**config.mk**
```make
export PLATFORM = sky130hd
export DESIGN_NAME = uart_rx_ctrl
export DESIGN_NICKNAME = d
export VERILOG_FILES = /design/src/rtl/uart_rx_ctrl.sv
export SDC_FILE = /design/constraint.sdc
export NUM_CORES = 1
export LEC_CHECK = 0
export ABC_CLOCK_PERIOD_IN_PS = 6460
export CAP_MARGIN = 20
export CORE_UTILIZATION = 40
export CTS_CLUSTER_SIZE = 30
export DETAILED_ROUTE_END_ITERATION = 10
export PLACE_DENSITY = 0.69
export SLEW_MARGIN = 5
export SYNTH_ARGS = -nofsm -noshare
export SYNTH_HDL_FRONTEND = slang
export SYNTH_SLANG_ARGS = --single-unit
```
**constraint.sdc**
```tcl
create_clock -name clk -period 6.46 [get_ports clk]
set_clock_uncertainty 0.2 [all_clocks]
set_input_delay 1.938 -clock clk [delete_from_list [all_inputs] [get_ports clk]]
set_output_delay 1.938 -clock clk [all_outputs]
set_load 0.05 [all_outputs]
```
**src/rtl/uart_rx_ctrl.sv**
```systemverilog
// UART receiver: 16x oversampled start/data/stop framing into a one-deep buffer.
// Define UART_RX_PARITY_EN to add an even-parity bit between data and stop.
`timescale 1ns/1ps
module uart_rx_ctrl #(
   parameter int CLK_FREQ   = 50000000,
   parameter int BAUD       = 9600,
   parameter int OVERSAMPLE = 16
) (
   input  logic       clk,
   input  logic       reset,
   input  logic       rx_enable,
   input  logic       rx_in,
   input  logic       uld_rx_data,
   output logic [7:0] rx_data,
   output logic       rx_empty,
   output logic       rx_frame_err,
   output logic       rx_over_run,
   output logic       rx_parity_err
);

   localparam int DIV   = CLK_FREQ / (BAUD * OVERSAMPLE);
   localparam int CNT_W = (DIV > 1) ? $clog2(DIV) : 1;
   localparam logic [CNT_W-1:0] TICK_LAST = CNT_W'(DIV - 1);

   localparam logic [2:0] IDLE      = 3'd0;
   localparam logic [2:0] START     = 3'd1;
   localparam logic [2:0] DATA      = 3'd2;
   localparam logic [2:0] STOP      = 3'd4;
   localparam logic [2:0] WAIT_HIGH = 3'd5;
`ifdef UART_RX_PARITY_EN
   localparam logic [2:0] PARITY    = 3'd3;
`endif

   logic             sync1_q, sync1_d;
   logic             sync2_q, sync2_d;
   logic [CNT_W-1:0] tick_cnt_q, tick_cnt_d;
   logic [2:0]       state_q, state_d;
   logic [3:0]       samp_q, samp_d;
   logic [2:0]       bit_q, bit_d;
   logic [7:0]       shift_q, shift_d;
   logic [7:0]       data_q, data_d;
   logic             empty_q, empty_d;
   logic             ferr_q, ferr_d;
   logic             perr_q, perr_d;
   logic             ovr_q, ovr_d;
   logic             line;
   logic             tick;
   logic             complete;
   logic             parity_err_calc;

`ifdef UART_RX_PARITY_EN
   logic par_q, par_d;
   assign parity_err_calc = (^shift_q) ^ par_q;
`else
   assign parity_err_calc = 1'b0;
`endif

   assign line = sync2_q;
   assign tick = (state_q != IDLE) && (state_q != WAIT_HIGH) && (tick_cnt_q == TICK_LAST);

   // Tick divider stays parked at zero while waiting so every frame starts phase-aligned.
   always_comb begin
      sync1_d = rx_in;
      sync2_d = sync1_q;
      if ((state_q == IDLE) || (state_q == WAIT_HIGH) || tick) begin
         tick_cnt_d = '0;
      end else begin
         tick_cnt_d = tick_cnt_q + CNT_W'(1);
      end
   end

   always_comb begin
      state_d  = state_q;
      samp_d   = samp_q;
      bit_d    = bit_q;
      shift_d  = shift_q;
      complete = 1'b0;
`ifdef UART_RX_PARITY_EN
      par_d    = par_q;
`endif
      if (tick) begin
         samp_d = samp_q + 4'd1;
      end
      if (!rx_enable && (state_q != IDLE)) begin
         state_d = IDLE;
      end else begin
         case (state_q)
            IDLE: begin
               if (rx_enable && !line) begin
                  state_d = START;
                  samp_d  = 4'd0;
               end
            end
            START: begin
               // Mid start bit: a high line here means the falling edge was a glitch.
               if (tick && (samp_q == 4'd7)) begin
                  if (line) begin
                     state_d = IDLE;
                  end else begin
                     state_d = DATA;
                     samp_d  = 4'd0;
                     bit_d   = 3'd0;
                  end
               end
            end
            DATA: begin
               if (tick && (samp_q == 4'd15)) begin
                  shift_d = {line, shift_q[7:1]};
                  bit_d   = bit_q + 3'd1;
                  if (bit_q == 3'd7) begin
`ifdef UART_RX_PARITY_EN
                     state_d = PARITY;
`else
                     state_d = STOP;
`endif
                  end
               end
            end
`ifdef UART_RX_PARITY_EN
            PARITY: begin
               if (tick && (samp_q == 4'd15)) begin
                  par_d   = line;
                  state_d = STOP;
               end
            end
`endif
            STOP: begin
               if (tick && (samp_q == 4'd15)) begin
                  complete = 1'b1;
                  state_d  = line ? IDLE : WAIT_HIGH;
               end
            end
            WAIT_HIGH: begin
               if (line) begin
                  state_d = IDLE;
               end
            end
            default: state_d = IDLE;
         endcase
      end
   end

   // A finishing frame may refill the buffer in the same cycle it is being unloaded.
   always_comb begin
      data_d  = data_q;
      empty_d = empty_q;
      ferr_d  = ferr_q;
      perr_d  = perr_q;
      ovr_d   = ovr_q;
      if (complete) begin
         if (empty_q || uld_rx_data) begin
            data_d  = shift_q;
            empty_d = 1'b0;
            ferr_d  = !line;
            perr_d  = parity_err_calc;
         end else begin
            ovr_d = 1'b1;
         end
      end else if (uld_rx_data && !empty_q) begin
         empty_d = 1'b1;
         ovr_d   = 1'b0;
      end
   end

   always_ff @(posedge clk) begin
      if (reset) begin
         sync1_q    <= 1'b1;
         sync2_q    <= 1'b1;
         tick_cnt_q <= '0;
         state_q    <= IDLE;
         samp_q     <= 4'd0;
         bit_q      <= 3'd0;
         shift_q    <= 8'd0;
         data_q     <= 8'd0;
         empty_q    <= 1'b1;
         ferr_q     <= 1'b0;
         perr_q     <= 1'b0;
         ovr_q      <= 1'b0;
`ifdef UART_RX_PARITY_EN
         par_q      <= 1'b0;
`endif
      end else begin
         sync1_q    <= sync1_d;
         sync2_q    <= sync2_d;
         tick_cnt_q <= tick_cnt_d;
         state_q    <= state_d;
         samp_q     <= samp_d;
         bit_q      <= bit_d;
         shift_q    <= shift_d;
         data_q     <= data_d;
         empty_q    <= empty_d;
         ferr_q     <= ferr_d;
         perr_q     <= perr_d;
         ovr_q      <= ovr_d;
`ifdef UART_RX_PARITY_EN
         par_q      <= par_d;
`endif
      end
   end

   assign rx_data       = data_q;
   assign rx_empty      = empty_q;
   assign rx_frame_err  = ferr_q;
   assign rx_over_run   = ovr_q;
   assign rx_parity_err = perr_q;

endmodule
```
-- Yosys cells after proc, flatten, opt, wreduce, memory -nomap -nowiden
Index checks and enable logic that the tools add are counted.
- add/sub/neg operators: 3
- equal/unequal tests: 18
- multiplexer cells: 28
- bitwise logic cells: 1
- reductions and logical operators: 25
- operator list (kind ; count):
    two-way mux 3 bit ; 10
    two-way mux 4 bit ; 5
    case mux 3 bit (5 select lines) ; 1
    inequality test 2 bit (second input constant) ; 7
    adder 9 x 1 -> 9 bit (second input constant) ; 1
    == test 3 bit (second input constant) ; 3
    == test 9 bit (second input constant) ; 1
    two-way mux 1 bit ; 9
    case mux 4 bit (2 select lines) ; 1
    logical AND 1 bit ; 7
    case mux 3 bit (2 select lines) ; 1
    AND reduction 2 bit ; 3
    AND reduction 6 bit ; 1
    AND reduction 5 bit ; 1
    adder 4 x 1 -> 4 bit (second input constant) ; 1
    == test 4 x 3 -> 1 bit (second input constant) ; 1
    == test 4 bit (second input constant) ; 1
    inequality test 2 x 1 -> 1 bit (second input constant) ; 2
    nonzero test 2 bit ; 2
    OR reduction 2 bit ; 2
    adder 3 x 1 -> 3 bit (second input constant) ; 1
    == test 3 x 1 -> 1 bit (second input constant) ; 1
    == test 3 x 2 -> 1 bit (second input constant) ; 1
    zero test 1 bit ; 3
    7 further kinds ; 9
- flip-flop bits (word level): 40
- bits of input ports: 5

-- Depth between registers and ports, before layout
Gate-level depths: netlist (run 1).
- depth in word-level cells: 9
- depth in mapped cells: 8

-- Worst setup path after synthesis (run 1)
Ideal clock, no wire load.
- path kind: input to register
- start: input port reset
- end: register state_q[1]
- data arrival time: 2.997 ns
- required time: 6.168 ns
- path slack: 3.171 ns
- cell stages on the path: 5
- cell sequence: clkbuf_1 nor2b_1 or3b_2 o32a_1 o32ai_1
- cells in the longest elaborated chain, start to end: 1
- RTL lines (item ; line ; source):
    from (decl) ; 10 ; input logic reset,
    OR reduction 2 bit (no line) ; - ;
    to (signal assigned) ; 186 ; state_q <= state_d;
    to (decl) ; 37 ; logic [2:0] state_q, state_d;
No other way between the ends.
A chain may end at the register's enable or synchronous reset.

-- Worst setup path in the final report (run 1)
- start: input port rx_enable
- end: register bit_q[0]
- cells in the longest elaborated chain, start to end: 4
- RTL lines (item ; line ; source):
    from (decl) ; 11 ; input logic rx_enable,
    zero test 1 bit ; 84 ; if (!rx_enable && (state_q != IDLE)) begin
    logical AND 1 bit ; 84 ;
    NOT 1 bit (no line) ; - ;
    AND reduction 5 bit (no line) ; - ;
    to (signal assigned) ; 188 ; bit_q <= bit_d;
    to (decl) ; 39 ; logic [2:0] bit_q, bit_d;
No other way between the ends.

==> reports/results.tsv, run 1 <==
metric	value	unit
status	finished clean	
synth cell count leaders	dfxtp_1, nor2_1, mux2i_1	
Yosys top cell area share	0.451	
RSZ-0062 raised after global routing	no	
ant diodes	0	
# fillers	408	
TritonCTS Buffers	5	
worst setup path class	in2reg	
CP Data Required Time	6490	ps
Syn Area/Cell	9.29	um^2
routed length per placed instance	12.0	um
P&R area growth vs syn	15.2	%
drt total wl	3.07	mm
sequential share of power	0.573	
Synth Flop Type	dfxtp_1	
Final Cycle Share	0.590	
mapped cell area	1770	um^2
Crit path top cell by count	nand3_1	
CP max-delay cell	clkdlybuf4s50_1	
Combinational Power Share	0.044	
Final Power	0.437	mW
GP Congestion	0.839	
internal power	0.341	mW
WP data arrival	3850	ps
worst skew pair latency	290	ps
fin cells	256	
drt first pass iters	4	
die width	68.6	um
fraction of layout cells with a size suffix above 1	0.0777	
CTS tree	done	
first-pass GRT wire length	5.19	mm
Synth area leaders	dfxtp_1, mux2i_1, nor2_1	
Post-synth EDFFs	0	
Rel. slew slack	0.620	
DR vias	1321	
cell area after layout	2040	um^2
Worst-path clk slew	70	ps
GRT Total Usage	0.150	
Setup crit start kind	input port	
clock tree buffer depth	2	
post-synth cell types	45	
htree depth	2	
Net Switching	0.0957	mW
setup_tns	0	ps
endpoints failing setup	0	
post-detail-place hpwl	2.10	mm
FMAX	262	MHz
syn_nets	201	
IR drop worst, VDD	0.132	mV
Worst path max stage delay	550	ps
placement row count	23	
most common cell in the netlist	dfxtp_1	
clock network power share	0.383	
Synthesis Warnings	0	
post-cts repair resize count	0	
Layout Utilization	0.497	
Post-synth ARST share	0	
#FFs+latches synth	40	
starting density of the core	0.431	
root buffer cell	clkbuf_8	
leak pwr	0.854	nW
Hold WS	227	ps
capturing element type of the critical path	register	
FF+latch area	801	um^2
Worst-Margin Slew	568	ps
fin nets	215	
die height	68.6	um
DP Worst Slack	2180	ps
largest net degree at the start of global routing	29	
Syn Inst Count	191	
post-DR vias/cell	5.16	
hold_buf cts	0	
DRC	0	
Power Density	214	nW/um^2
clk sinks	40	
worst min-delay path class	reg2reg	
sequential area share after synthesis	0.451	
Setup Fix Bufs, Post-CTS	0	
Worst Hold Depth	1	
area of the multi-input gates	896	um^2
largest area contributor in the netlist	dfxtp_1	
Buffers on Ports	15	
Final Hold Vio Count	0	
crit path time final	3810	ps
Initial DRC Count	105	
dpl cells	247	
vias in the first global route	1212	
Max-Cap Viols	0	
initial antenna violation count	0	
switching part of the total	0.219	
crit-path max FO	9	
Final Worst Setup Slack	2650	ps
crit path cell chain	clkdlybuf4s50_1 -> nand3_1 -> nor4_4 -> nand3_1 -> nor2_1 -> mux2_2	
Routed Antenna Nets	0	
area of placed instances	1940	um^2
Slew Limit Fails	0	
Overflow after GRT	0	
Die ar.	4710	um^2
r2r worst-path depth	5	
total core area	4120	um^2
Top Ports	17	
final cells by class:
| type | instances | share of cell area |
|---|---|---|
| inverter | 7 | 0.0129 |
| sequential | 40 | 0.392 |
| multi-input combinational | 134 | 0.438 |
| timing repair buffer | 17 | 0.0808 |
| tap | 50 | 0.0306 |
| clock buffer | 6 | 0.0404 |
| clock inverter | 2 | 0.00490 |
per-layer routing:
layer | wire [um] | track usage | vias up | part of all wire
li1 | - | - | 696 | -
met1 | 1600 | 0.195 | 599 | 0.52
met2 | 1290 | 0.227 | 19 | 0.42
met3 | 118 | 0.0395 | 7 | 0.038
met4 | 59 | 0.0755 | 0 | 0.019
met5 | 0 | 0 | - | 0
layout by cell type, fill, tap and decap left out, types with 2 or more instances in the layout:
cell type / n
nand2b_1: 4
xor2_1: 6
clkdlybuf4s50_1: 15
o32ai_1: 2
buf_4: 2
dfxtp_1: 40
nand3_1: 9
and3_1: 4
nor2_1: 35
clkinv_2: 2
or2_2: 2
xnor2_1: 2
o21ai_0: 5
a21oi_1: 5
mux2i_1: 17
a22o_1: 2
or3_1: 3
a31oi_1: 2
ha_1: 5
clkbuf_8: 6
inv_1: 7
nand2_1: 7
o32a_1: 2
registers in the layout, indices dropped and copies added, names as in the netlist, 3 cells and up:
register / flops
tick_cnt_q: 9
rx_data: 8
shift_q: 8
samp_q: 4
bit_q: 3
state_q: 3
cell families (layout without fill, tap and decap cells):
| family | count (synthesis) | in the layout | synth area share |
|---|---|---|---|
| adder cells (fa/ha/maj) | 5 | 5 | 0.0353 |
| AND/OR/NAND/NOR | 73 | 73 | 0.209 |
| XOR/XNOR | 8 | 8 | 0.0395 |
| flip-flops | 40 | 40 | 0.451 |
| other | 1 | 1 | 0.00211 |
| buffers and inverters | 17 | 32 | 0.0437 |
| multiplexers | 18 | 18 | 0.102 |
| AO/OA/AOI/OAI | 29 | 29 | 0.117 |
path summary, 6_finish.rpt:
path | startpoint | end | slack, ps
max | rx_enable | bit_q[0] | 2650
min | sync1_q | line | 230
max reg2reg | tick_cnt_q[7] | bit_q[0] | 4000
min reg2reg | sync1_q | line | 230
worst max-delay path: cells and delay by family:
family / cells / cell delay (ps)
AND/OR/NAND/NOR: 4 / 1180
buffers and inverters: 1 / 550
multiplexers: 1 / 190
power groups by stage:
stage	sequential (mW)	clock (mW)	combinational (mW)
floorplan	0.254	0	0.0148
detailed placement	0.256	0	0.0189
finish	0.250	0.167	0.0190
CTS	0.250	0.173	0.0190
global placement	0.256	0	0.0189
global route	0.251	0.181	0.0211
(Power assumes the default switching activity.)
==> run 2, diff against run 1 <==
--- a/config.mk
+++ b/config.mk
@@ -5,12 +5,12 @@
 export SDC_FILE = /design/constraint.sdc
 export NUM_CORES = 1
 export LEC_CHECK = 0
-export ABC_CLOCK_PERIOD_IN_PS = 6460
+export ABC_CLOCK_PERIOD_IN_PS = 3500
 export CAP_MARGIN = 20
 export CORE_UTILIZATION = 40
 export CTS_CLUSTER_SIZE = 30
 export DETAILED_ROUTE_END_ITERATION = 10
-export PLACE_DENSITY = 0.69
+export PLACE_DENSITY = 0.71
 export SLEW_MARGIN = 5
 export SYNTH_ARGS = -nofsm -noshare
 export SYNTH_HDL_FRONTEND = slang
==> constraint.sdc (replaced) <==
create_clock -name clk -period 3.5 [get_ports clk]
set_clock_uncertainty 0.2 [all_clocks]
set_input_delay 1.05 -clock clk [delete_from_list [all_inputs] [get_ports clk]]
set_output_delay 1.05 -clock clk [all_outputs]
set_load 0.05 [all_outputs]
==> run 2 against run 1 <==
- via count shrank 0.23%
- highest routed layer unchanged
- non-clock buffer count grew 1
- sequential power is 85% higher
- count of clock-buffer cells in the layout shrank 1
- largest power group unchanged
- utilization up 0.64 points
- cell count grew 0.39%
- die area stayed put
- register-to-register slack got worse by 2700 ps
- clock power increased by 120%
- design area rose by 1.3%
- critical path depth fell by 5
==> reports/results.tsv, run 2 (same netlist as run 1, synthesis figures left out) <==
metric	value	unit
fraction of layout cells with a size suffix above 1	0.0821	
GRT Total Usage	0.144	
post-detail-place hpwl	2.22	mm
Buffers on Ports	15	
CP Data Required Time	2250	ps
Final Cycle Share	0.780	
initial antenna violation count	0	
WP data arrival	1480	ps
total core area	4120	um^2
Rel. slew slack	0.667	
max reg flops	9	
hold_buf cts	0	
DR vias	1318	
TritonCTS Buffers	5	
CP max-delay cell	clkdlybuf4s50_1	
placement row count	23	
Routed Antenna Nets	0	
die width	68.6	um
starting density of the core	0.431	
RSZ-0062 raised after global routing	no	
total length of routed met2 wires	1.35	mm
area of placed instances	1960	um^2
cell area after layout	2070	um^2
worst setup path class	reg2out	
clock tree buffer depth	2	
die height	68.6	um
crit-path max FO	4	
root buffer cell	clkbuf_8	
status	finished clean	
post-cts repair resize count	0	
met3 WL	108	um
crit path cell chain	clkdlybuf4s50_1	
Setup crit start kind	register	
Final Hold Vio Count	0	
drt total wl	3.11	mm
leak pwr	0.862	nW
P&R area growth vs syn	16.6	%
Worst-path clk slew	80	ps
Highest Signal Layer	met4	
ant diodes	0	
Setup Fix Bufs, Post-CTS	0	
Power Density	418	nW/um^2
fin nets	216	
FMAX	366	MHz
fin cells	257	
WP buf/inv	1	
Top Ports	17	
first-pass GRT wire length	4.98	mm
Worst-Margin Slew	498	ps
Final Power	0.866	mW
routed length per placed instance	12.1	um
DRC	0	
dpl cells	249	
most frequent cells in the layout	dfxtp_1, nor2_1, mux2i_1	
largest net degree at the start of global routing	28	
cell family with the largest share of critical-path delay	buffers and inverters	
Worst path max stage delay	820	ps
clk sinks	40	
drt first pass iters	4	
Max-Cap Viols	0	
Die ar.	4710	um^2
worst min-delay path class	reg2reg	
Overflow after GRT	0	
Initial DRC Count	133	
setup_tns	0	ps
CTS tree	done	
wl on met1	1.62	mm
endpoints failing setup	0	
Top reg by flops	tick_cnt_q	
crit path time final	2730	ps
Layout Utilization	0.503	
GP Congestion	0.811	
IR drop worst, VDD	0.264	mV
vias in the first global route	1126	
htree depth	2	
post-DR vias/cell	5.13	
capturing element type of the critical path	output port	
leading cell type in the layout, fill and taps excluded	dfxtp_1	
Slew Limit Fails	0	
worst skew pair latency	290	ps
## run 2: cell count changes in the layout (fill, tap and decap cells not counted)
cell,delta
bufinv_16,+1
buf_4,+1
clkinvlp_4,+1
clkbuf_8,-1
clkinv_2,-1
## run 2: per-layer routing
layer / vias up / GRT usage
met5: - / 0
met4: 0 / 0.0625
met3: 2 / 0.0395
met2: 23 / 0.217
met1: 599 / 0.192
li1: 694 / -
## run 2: path summary, 6_finish.rpt
check | slack [ps] | startpoint | endpoint | cells past startpoint
min reg2reg | 200 | sync1_q | line | 1
max reg2reg | 1270 | tick_cnt_q[7] | shift_q[2] | 6
min | 200 | sync1_q | line | 1
max | 770 | rx_empty | rx_empty | 1
## run 2: per-stage QoR
| stage | worst slack, ps | hold WS, ps |
|---|---|---|
| after global placement | 576 | 192 |
| after CTS | 763 | 206 |
| after detailed placement | 504 | 200 |
| final | 770 | 199 |
| after global routing | 673 | 228 |
| after floorplan | 1100 | 189 |
## run 2: cell type report
cell class / count / area [um^2]
Inverter: 7 / 26.3
Clock inverter: 3 / 42.5
Tap cell: 50 / 62.6
Fill cell: 393 / 2050
Timing Repair Buffer: 18 / 173
Multi-Input combinational cell: 134 / 896
Sequential cell: 40 / 801
Clock buffer: 5 / 68.8
## run 2: power by group
part	internal [mW]	switching (mW)	leakage, nW
clock network	0.211	0.157	0.0541
logic	0.0148	0.0202	0.485
registers	0.457	0.00467	0.323
total	0.683	0.182	0.862
==> run 3, diff against run 2 <==
--- a/config.mk
+++ b/config.mk
@@ -5,12 +5,12 @@
 export SDC_FILE = /design/constraint.sdc
 export NUM_CORES = 1
 export LEC_CHECK = 0
-export ABC_CLOCK_PERIOD_IN_PS = 3500
+export ABC_CLOCK_PERIOD_IN_PS = 2700
 export CAP_MARGIN = 20
 export CORE_UTILIZATION = 40
 export CTS_CLUSTER_SIZE = 30
 export DETAILED_ROUTE_END_ITERATION = 10
-export PLACE_DENSITY = 0.71
+export PLACE_DENSITY = 0.69
 export SLEW_MARGIN = 5
 export SYNTH_ARGS = -nofsm -noshare
 export SYNTH_HDL_FRONTEND = slang
==> constraint.sdc (replaced) <==
create_clock -name clk -period 2.7 [get_ports clk]
set_clock_uncertainty 0.2 [all_clocks]
set_input_delay 0.81 -clock clk [delete_from_list [all_inputs] [get_ports clk]]
set_output_delay 0.81 -clock clk [all_outputs]
set_load 0.05 [all_outputs]
==> run 3 against run 2 <==
- via count is 0.46% lower
- routed wire length down 0.32%
- largest power group unchanged
- sequential power increased by 30%
- critical endpoint unchanged
- power is 19% higher
- combinational power up 36%
- hold slack improved by 39 ps
- non-clock buffer count up 2
- count of clock-buffer cells in the layout unchanged
- first-iteration DRC count rose by 30%
- register-to-register slack lost 680 ps
==> reports/results.tsv, run 3 (same netlist as run 1, synthesis figures left out) <==
metric	value	unit
status	finished clean	
crit-path max FO	4	
initial antenna violation count	0	
FMAX	402	MHz
Overflow after GRT	0	
dpl cells	251	
R2R Setup Slk	590	ps
RR Startpoint	tick_cnt_q[7]	
Worst-path clk slew	80	ps
worst skew pair latency	290	ps
vias in the first global route	1180	
largest net degree at the start of global routing	15	
Worst path max stage delay	820	ps
DRC	0	
drt first pass iters	4	
most frequent cells in the layout	dfxtp_1, nor2_1, mux2i_1	
crit path cell chain	clkdlybuf4s50_1	
post-cts repair resize count	0	
TritonCTS Buffers	5	
hold_buf cts	0	
Worst path depth	1	
worst setup path class	reg2out	
DR vias	1312	
Worst-Margin Slew	497	ps
fin cells	259	
Power Density	501	nW/um^2
Die ar.	4710	um^2
CP max-delay cell	clkdlybuf4s50_1	
die width	68.6	um
WP buf/inv	1	
routed length per placed instance	12.0	um
# fillers	417	
GP Congestion	0.874	
Critical R2R Capture	rx_data[5]	
Max-Cap Viols	0	
setup_tns	0	ps
IR drop worst, VDD	0.368	mV
clock tree buffer depth	2	
Rel. slew slack	0.668	
starting density of the core	0.431	
crit path to	rx_empty	
GRT Total Usage	0.151	
die height	68.6	um
WP data arrival	1480	ps
P&R area growth vs syn	16.1	%
Worst Setup SP	rx_empty	
capturing element type of the critical path	output port	
fin nets	218	
cell family with the largest share of critical-path delay	buffers and inverters	
max reg flops	9	
endpoints failing setup	0	
drt total wl	3.10	mm
CTS tree	done	
RSZ-0062 raised after global routing	no	
first-pass GRT wire length	5.20	mm
r2r worst-path depth	6	
Final Cycle Share	0.921	
post-detail-place hpwl	2.20	mm
leak pwr	0.865	nW
Final Hold Vio Count	0	
Routed Antenna Nets	0	
post-DR vias/cell	5.07	
clk sinks	40	
htree depth	2	
Setup crit start kind	register	
Setup Fix Bufs, Post-CTS	0	
Initial DRC Count	173	
worst min-delay path class	reg2reg	
Slew Limit Fails	0	
placement row count	23	
Top Ports	17	
CP Data Required Time	1690	ps
leading cell type in the layout, fill and taps excluded	dfxtp_1	
crit path time final	2490	ps
total core area	4120	um^2
Top reg by flops	tick_cnt_q	
root buffer cell	clkbuf_8	
fraction of layout cells with a size suffix above 1	0.0909	
Buffers on Ports	15	
ant diodes	0	
==> run 3: changes by cell type in the layout (fill, tap and decap cells not counted), sizes merged <==
cell / change
buf: +2
bufinv: -1
clkinv: +2
clkinvlp: -1
==> run 3: how the worst min path moves through the flow <==
stage	start	endpoint	slack, ps	cells after the start
2_1_floorplan	sync1_q	line	190	1
3_3_place_gp	sync1_q	line	210	1
3_5_place_dp	sync1_q	line	200	1
4_1_cts	sync1_q	line	240	1
5_1_grt	sync1_q	line	250	1
6_report	sync1_q	line	240	1
==> run 3: power breakdown <==
part	total (mW)	switching, mW	leakage [nW]	internal (mW)
registers	0.599	0.00554	0.323	0.593
clock network	0.387	0.207	0.0479	0.180
logic	0.0476	0.0266	0.495	0.0211
==> run 3: layout make-up <==
cell class                      count  area, um^2  area share
Multi-Input combinational cell    134         896       0.435
Sequential cell                    40         801       0.389
Timing Repair Buffer               20         188      0.0911
Clock buffer                        5        68.8      0.0334
Tap cell                           50        62.6      0.0304
Inverter                            7        26.3      0.0128
Clock inverter                      3        18.8     0.00911
==> run 3: routing by layer <==
layer / up-vias / share of wire / track usage
li1: 703 / - / -
met1: 590 / 0.52 / 0.202
met2: 17 / 0.44 / 0.223
met3: 2 / 0.038 / 0.0444
met4: 0 / 0.0042 / 0.0625
met5: - / 0 / 0
==> run 3: through the flow <==
stage | setup WS (ps) | total power [mW] | area [um^2] | utilization | hold WS, ps
2_1_floorplan | 539 | 0.644 | 1770 | - | 189
3_3_place_gp | 84.3 | 0.660 | 1970 | 0.479 | 213
3_5_place_dp | 34.8 | 0.660 | 1970 | 0.479 | 203
4_1_cts | 201 | 1.05 | 2060 | 0.501 | 237
5_1_grt | 163 | 1.08 | 2060 | 0.501 | 254
6_report | 212 | 1.03 | 2060 | 0.501 | 238
==> run 3: worst register-to-register path, cell delays in order (launching register included) <==
cell       delay (ps)
dfxtp_1           330
or4b_4            580
nor4_4            300
o2111ai_1         170
buf_4             220
mux2i_1           150
nor2_1             50
